`src/rtl/midi_stream_parser.sv`:
```
`default_nettype none
// +--------------------------------------------------------------------------+
// | midi_stream_parser: MIDI channel-voice parser with running status,       |
// | channel-mask filtering and an output message FIFO (valid/ready).         |
// | Optional macro MIDI_NOTE_ON_ZERO_AS_OFF_EN: note-on velocity 0 -> type 8.|
// | Revision: 1.0                                                            |
// +--------------------------------------------------------------------------+
module midi_stream_parser #(
    parameter int                            DATA_WIDTH    = 7,
    parameter int                            CHANNEL_WIDTH = 4,
    parameter logic [2**CHANNEL_WIDTH-1:0]   CHANNEL_MASK  = 16'hFFFF,
    parameter int                            FIFO_DEPTH    = 4
) (
    input  logic                             clk,
    input  logic                             rst_n,
    input  logic                             byte_valid,
    input  logic [7:0]                       byte_data,
    output logic                             msg_valid,
    input  logic                             msg_ready,
    output logic [3:0]                       msg_type,
    output logic [CHANNEL_WIDTH-1:0]         msg_channel,
    output logic [DATA_WIDTH-1:0]            msg_data1,
    output logic [DATA_WIDTH-1:0]            msg_data2,
    output logic [$clog2(FIFO_DEPTH):0]      fifo_count,
    output logic                             overflow
);

    localparam int AW = $clog2(FIFO_DEPTH);
    localparam int CW = AW + 1;
    localparam int EW = 4 + CHANNEL_WIDTH + 2 * DATA_WIDTH;

    typedef enum logic [1:0] {
        ST_IDLE    = 2'd0,
        ST_WAIT_D1 = 2'd1,
        ST_WAIT_D2 = 2'd2
    } state_t;

    state_t                   state_q;
    logic [3:0]               type_q;
    logic [CHANNEL_WIDTH-1:0] chan_q;
    logic [DATA_WIDTH-1:0]    d1_q;

    logic [EW-1:0]            mem_q [FIFO_DEPTH];
    logic [AW-1:0]            wr_q;
    logic [AW-1:0]            rd_q;
    logic [CW-1:0]            count_q;
    logic [CW-1:0]            count_d;
    logic                     overflow_q;

    logic [DATA_WIDTH-1:0]    data_in;
    logic                     cmp_valid;
    logic [3:0]               cmp_type;
    logic [DATA_WIDTH-1:0]    cmp_d1;
    logic [DATA_WIDTH-1:0]    cmp_d2;
    logic                     accept;
    logic                     full;
    logic                     pop;
    logic                     push;
    logic                     drop;

    assign data_in = DATA_WIDTH'(byte_data[6:0]);

    // Single-byte types (C, D) complete on their first data byte.
    always_ff @(posedge clk) begin
        if (!rst_n) begin
            state_q <= ST_IDLE;
            type_q  <= '0;
            chan_q  <= '0;
            d1_q    <= '0;
        end else if (byte_valid) begin
            if (byte_data >= 8'hF8) begin
                state_q <= state_q;
            end else if (byte_data >= 8'hF0) begin
                state_q <= ST_IDLE;
                type_q  <= '0;
                chan_q  <= '0;
            end else if (byte_data[7]) begin
                type_q  <= byte_data[7:4];
                chan_q  <= CHANNEL_WIDTH'(byte_data[3:0]);
                state_q <= ST_WAIT_D1;
            end else begin
                case (state_q)
                    ST_WAIT_D1: begin
                        d1_q <= data_in;
                        if (type_q != 4'hC && type_q != 4'hD) begin
                            state_q <= ST_WAIT_D2;
                        end
                    end
                    ST_WAIT_D2: state_q <= ST_WAIT_D1;
                    default:    state_q <= state_q;
                endcase
            end
        end
    end

    always_comb begin
        cmp_valid = 1'b0;
        cmp_type  = type_q;
        cmp_d1    = d1_q;
        cmp_d2    = '0;
        if (byte_valid && !byte_data[7]) begin
            if (state_q == ST_WAIT_D1 && (type_q == 4'hC || type_q == 4'hD)) begin
                cmp_valid = 1'b1;
                cmp_d1    = data_in;
            end else if (state_q == ST_WAIT_D2) begin
                cmp_valid = 1'b1;
                cmp_d2    = data_in;
            end
        end
`ifdef MIDI_NOTE_ON_ZERO_AS_OFF_EN
        if (cmp_type == 4'h9 && cmp_d2 == '0) begin
            cmp_type = 4'h8;
        end
`endif
    end

    assign accept = cmp_valid && CHANNEL_MASK[chan_q];
    assign full   = (count_q == CW'(FIFO_DEPTH));
    assign pop    = (count_q != '0) && msg_ready;
    assign push   = accept && (!full || pop);
    assign drop   = accept && full && !pop;

    always_comb begin
        case ({push, pop})
            2'b10:   count_d = count_q + CW'(1);
            2'b01:   count_d = count_q - CW'(1);
            default: count_d = count_q;
        endcase
    end

    always_ff @(posedge clk) begin
        if (!rst_n) begin
            for (int i = 0; i < FIFO_DEPTH; i++) begin
                mem_q[i] <= '0;
            end
            wr_q       <= '0;
            rd_q       <= '0;
            count_q    <= '0;
            overflow_q <= 1'b0;
        end else begin
            if (push) begin
                mem_q[wr_q] <= {cmp_type, chan_q, cmp_d1, cmp_d2};
                wr_q        <= wr_q + AW'(1);
            end
            if (pop) begin
                rd_q <= rd_q + AW'(1);
            end
            count_q    <= count_d;
            overflow_q <= drop;
        end
    end

    assign {msg_type, msg_channel, msg_data1, msg_data2} = mem_q[rd_q];
    assign msg_valid  = (count_q != '0);
    assign fifo_count = count_q;
    assign overflow   = overflow_q;

endmodule
`default_nettype wire
```
`config.mk`:
```
export PLATFORM = sky130hd
export DESIGN_NAME = midi_stream_parser
export DESIGN_NICKNAME = d
export VERILOG_FILES = /design/src/rtl/midi_stream_parser.sv
export SDC_FILE = /design/constraint.sdc
export NUM_CORES = 1
export LEC_CHECK = 0
export BUFFER_PORTS_ARGS = -buffer_cell sky130_fd_sc_hd__clkbuf_2
export CORE_ASPECT_RATIO = 1.25
export CORE_MARGIN = 3
export CORE_UTILIZATION = 38
export CTS_BUF_LIST = sky130_fd_sc_hd__clkbuf_8
export DETAILED_ROUTE_END_ITERATION = 8
export PLACE_DENSITY = 0.57
export SLEW_MARGIN = 10
export SYNTH_ARGS = -nofsm -noshare
export SYNTH_HDL_FRONTEND = slang
export SYNTH_SLANG_ARGS = --single-unit
```
`constraint.sdc`:
```
create_clock -name clk -period 3 [get_ports clk]
set_clock_uncertainty 0.1 [all_clocks]
set_input_delay 0.15 -clock clk [delete_from_list [all_inputs] [get_ports clk]]
set_output_delay 0.15 -clock clk [all_outputs]
set_load 0.02 [all_outputs]
```
==> results.md <==
Yosys:
- In this run, synthesis inferred 88 flip-flops with an integrated enable.
- The library cell occupying the most area in the post-synthesis netlist is sky130_fd_sc_hd__edfxtp_1.
- For this run, the leading register cell type out of synthesis is sky130_fd_sc_hd__edfxtp_1.
- When the netlist entered floorplanning its net count stood at 391.
- Dividing the synthesized area by the synthesized cell count gives 13.55 um^2.
- The number of different library cells in the post-synthesis netlist is 44.
- Counting flops with an async set or reset pin after synthesis yields a share of 0%.
- After synthesis, flip-flops and latches occupy between 60% and 70% of the total area.
- The cell count after synthesis came out at about 380.
- After synthesis, the most frequently instantiated cells are sky130_fd_sc_hd__edfxtp_1, sky130_fd_sc_hd__nor2_1, sky130_fd_sc_hd__and2_1, sky130_fd_sc_hd__nand2_1, sky130_fd_sc_hd__dfxtp_1.
- After synthesis the cells add up to slightly above 0.005 mm^2.
- Yosys printed 0 warnings.
- Yosys attributes the largest share of cell area to sky130_fd_sc_hd__edfxtp_1, sky130_fd_sc_hd__dfxtp_1, sky130_fd_sc_hd__mux4_2, sky130_fd_sc_hd__and2_1, sky130_fd_sc_hd__nor2_1.
- Among all cell types in the netlist, the one instantiated most often is sky130_fd_sc_hd__edfxtp_1.
- Of the post-synthesis cell area, the dominant cell type holds 51.85%.
- The register bit total from synthesis is ~120.

Worst setup path:
- The worst setup path is launched from a register.
- The type of the setup path with the least slack is register to register.
- The critical path goes through inv_1 -> ha_1 -> and4b_1 -> o21ai_0 -> nand2_1 -> fa_1 -> and2_1 -> a22o_1 -> mux2i_1.
- The arrival time at the worst endpoint is around 2800 ps.
- The startpoint identified for the worst register-to-register timing path is state_q[1]$_SDFFE_PN0P_.
- The setup slack of the most critical reg-to-reg path is ~420 ps.
- The cell count of the worst reg-to-reg path is 9.
- The kind of capture point of the worst setup path is a register.
- The endpoint identified for the worst register-to-register timing path is fifo_count[2]$_SDFFE_PN0P_.
- In this run the worst setup path terminates at fifo_count[2]$_SDFFE_PN0P_.
- The required arrival time at the worst endpoint is between 3000 and 4000 ps.
- The largest individual stage delay along the critical path comes from the cell sky130_fd_sc_hd__o21ai_0.
- The highest net fanout along the worst path is 9.
- The startpoint of the worst setup timing path is state_q[1]$_SDFFE_PN0P_.
- In this design, the stage delay of the slowest critical-path cell is between 400 and 500 ps.

Global routing:
- The number of antenna violations at the first check in global routing was 0.
- The pin count of the biggest net entering global routing is 25.
- The via count of the first global-routing pass is 3253.
- Global routing used 16.25% of the available tracks.
- Global routing finished with a remaining overflow of 0.
- The first global-routing pass estimated between 15 and 20 mm of wire.

Timing:
- Setup violations remaining at the end of the flow were counted as 0.
- The worst-case headroom to the max-slew limit is between 60% and 70%.
- The maximum achievable frequency is 387.3 MHz.
- Setup total negative slack on the finished layout was measured at 0 ps.
- After layout, the worst path uses between 80 and 90% of the clock period.
- The number of failing hold endpoints at the final stage is 0.
- For the pin with the worst max-slew slack, the measured transition is around 570 ps.
- The minimum period implied by the final worst setup slack is between 2000 and 3000 ps.
- Setup repair after global routing left no endpoint under its margin.
- The number of pins exceeding their max-slew limit in the final report is 0.

Clock tree:
- For this design, the CTS-stage hold fixing added 7 buffers.
- The number of buffers added by the clock tree synthesis step is 17.
- CTS built an H-tree with a depth of 4.
- Clock-pin slew was measured on the worst setup and hold paths at roughly 60 ps.
- The setup fix buffers added after clock tree synthesis is 0.
- The clock latency reported for the late side of the worst-skew pair is roughly 420 ps.
- The maximum clock insertion buffer count is 2.
- Counting every sink on the clock net gives between 100 and 150.
- The clock tree root buffer cell is sky130_fd_sc_hd__clkbuf_8.
- TritonCTS built the clock tree.
- Post-CTS repair changed the size of 0 cells.

Layout:
- The count of filler cells inserted in the layout is roughly 1200.
- After routing the design area is around 0.0060 mm^2.
- The sequential cells in the finished layout cover a total of 0.003183 mm^2.
- From synthesis to final layout, the design area changed by 16.77%.
- The footprint of the multi-input gates is approximately 0.0018 mm^2.
- The final antenna diode count is 0.
- The final net count is 449.
- The post-route netlist has a little over a quarter of its cells at a drive strength greater than 1.

Detailed routing:
- The number of design-rule violations left by the first detailed-router iteration is 191.
- After detailed routing, the number of remaining DRC violations is 0.
- After detailed routing, the number of vias per cell comes to a little over 5.
- Once detail routing completed, the nets flagged for antenna violations numbered 0.
- The count of TritonRoute iterations in the first routing pass is 4.
- The routed layout has ~3100 vias.
- The routed length per instance is about 18 um.
- After detailed routing, the total wire length is ~11 mm.

Die:
- For this configuration, the core starts out at a cell density of a little under 40%.
- The floorplan step set the die height to around 140 um.
- During I/O placement, the number of pins put on the boundary was 39.
- The total core area is ~0.013 mm^2.
- The floorplan step defined a die boundary enclosing between 0.01 and 0.015 mm^2.
- The x dimension of the die is between 100 and 150 um.
- The floorplan has 46 rows.

Place:
- At the end of routability-driven placement, the weighted congestion stood at approximately 0.77.
- Once placement finished, the instance area stood at 0.005519 mm^2.
- Input and output buffers added on the ports amount to 38.
- The detailed-placement wirelength estimate is between 7 and 8 mm.

Pwr:
- The maximum VDD drop is around 0.00023 V.
- Dividing total power by cell area gives a power density of between 600 and 700 mW/mm^2.
- The static power due to leakage is roughly 2.2 nW.

Outcome:
- The run finished with clean final reports.

Min path:
- In this run the worst hold path is classified as input pin to register.

Run:
- The max-capacitance violation count is 0.
state kept, by name, indices dropped and copies added (netlist names), named ones only:
register and cells:
rd_q 2, chan_q 4, overflow 1, d1_q 7
state_q 2, cmp_type 4, mem_q 88, fifo_count 3
wr_q 2
worst max-delay path: cells and delay by family, from the launching register on:
kind | cells | cell delay, ps
AOI/OAI and AO/OA | 2 | 630
adders and majority gates | 2 | 620
and+or+nand+nor | 3 | 610
DFF | 1 | 350
muxes | 1 | 120
buffers and inverters | 1 | 50
power breakdown:
| part | leakage (nW) | switching, W | total, W | internal, W |
|---|---|---|---|---|
| Sequential | 1.13 | 0.0000336 | 0.00181 | 0.00178 |
| Clock | 0.197 | 0.000593 | 0.00131 | 0.000713 |
| Combinational | 0.836 | 0.000347 | 0.000607 | 0.000260 |
| Total | 2.16 | 0.000974 | 0.00372 | 0.00275 |
area by class of cell:
class | instances | share of cell area, %
clock buffers | 17 | 3.932
clock inverters | 15 | 2.145
inverters | 5 | 0.3154
multi-input cells | 233 | 29.86
flip-flops and latches | 115 | 53.49
well taps | 168 | 3.532
repair buffers | 62 | 6.728
routing by layer:
| layer | up-vias | global-route usage, % | part of all wire, % |
|---|---|---|---|
| met5 | - | 0 | 0 |
| met4 | 0 | 5.405 | 1.5 |
| met3 | 20 | 4.483 | 4.4 |
| met2 | 71 | 27.60 | 53 |
| met1 | 1555 | 19.84 | 42 |
| li1 | 1489 | - | - |
kinds of logic (layout without fill, tap and decap cells):
| kind of cell | count (synthesis) | count (layout) | synth area share [%] |
|---|---|---|---|
| AOI/OAI and AO/OA | 24 | 24 | 3.929 |
| xor gates and xnor gates | 4 | 4 | 0.6876 |
| adders and majority gates | 3 | 3 | 0.8838 |
| buffers and inverters | 28 | 99 | 2.823 |
| DFF | 115 | 115 | 62.46 |
| muxes | 38 | 38 | 12.87 |
| and+or+nand+nor | 164 | 164 | 16.35 |
layout by cell type (no fill, tap or decap), types with 2 or more instances in the layout:
cell / instances
sky130_fd_sc_hd__edfxtp_1: 88
sky130_fd_sc_hd__nor2_1: 50
sky130_fd_sc_hd__clkbuf_2: 38
sky130_fd_sc_hd__and2_1: 31
sky130_fd_sc_hd__nand2_1: 30
sky130_fd_sc_hd__dfxtp_1: 27
sky130_fd_sc_hd__mux4_2: 22
sky130_fd_sc_hd__clkbuf_8: 17
sky130_fd_sc_hd__mux2i_1: 16
sky130_fd_sc_hd__buf_4: 16
sky130_fd_sc_hd__a21boi_0: 11
sky130_fd_sc_hd__inv_1: 9
sky130_fd_sc_hd__nor2_2: 9
sky130_fd_sc_hd__and3_1: 8
sky130_fd_sc_hd__nand4_1: 8
sky130_fd_sc_hd__nand3_1: 7
sky130_fd_sc_hd__dlygate4sd3_1: 7
sky130_fd_sc_hd__nor2b_1: 6
sky130_fd_sc_hd__clkinv_2: 5
sky130_fd_sc_hd__nand2b_1: 3
sky130_fd_sc_hd__xnor2_1: 3
sky130_fd_sc_hd__o21ai_0: 2
sky130_fd_sc_hd__o21ai_2: 2
sky130_fd_sc_hd__or3_1: 2
sky130_fd_sc_hd__nand2_2: 2
sky130_fd_sc_hd__ha_1: 2
sky130_fd_sc_hd__clkinvlp_4: 2
sky130_fd_sc_hd__bufinv_16: 2
worst min-delay path by stage:
stage | from | to | slack (ps) | cells after the start
floorplan | byte_data[0] | d1_q[0]$_SDFFE_PN0P_ | 210 | 2
global placement | d1_q[1]$_SDFFE_PN0P_ | d1_q[1]$_SDFFE_PN0P_ | 350 | 2
detailed placement | d1_q[1]$_SDFFE_PN0P_ | d1_q[1]$_SDFFE_PN0P_ | 360 | 2
CTS | rst_n | state_q[1]$_SDFFE_PN0P_ | 30 | 3
global route | byte_valid | cmp_type[3]$_SDFFE_PN0P_ | 70 | 3
finish | byte_valid | cmp_type[3]$_SDFFE_PN0P_ | 50 | 3
per-stage QoR:
stage                     hold WS (ps)  setup slack [ps]  std cells  power, W  utilization (%)
final                            54.21             417.9        615  0.003724            46.16
after global routing             65.38             188.2        615  0.003884            46.16
after CTS                        26.67             427.2        615  0.003773            46.16
after detailed placement         357.3             439.9        576  0.002457            42.81
after global placement           350.8             591.8        576  0.002452            42.81
after floorplan                  206.1             409.1        376  0.002270                -
(Power assumes the default switching activity.)
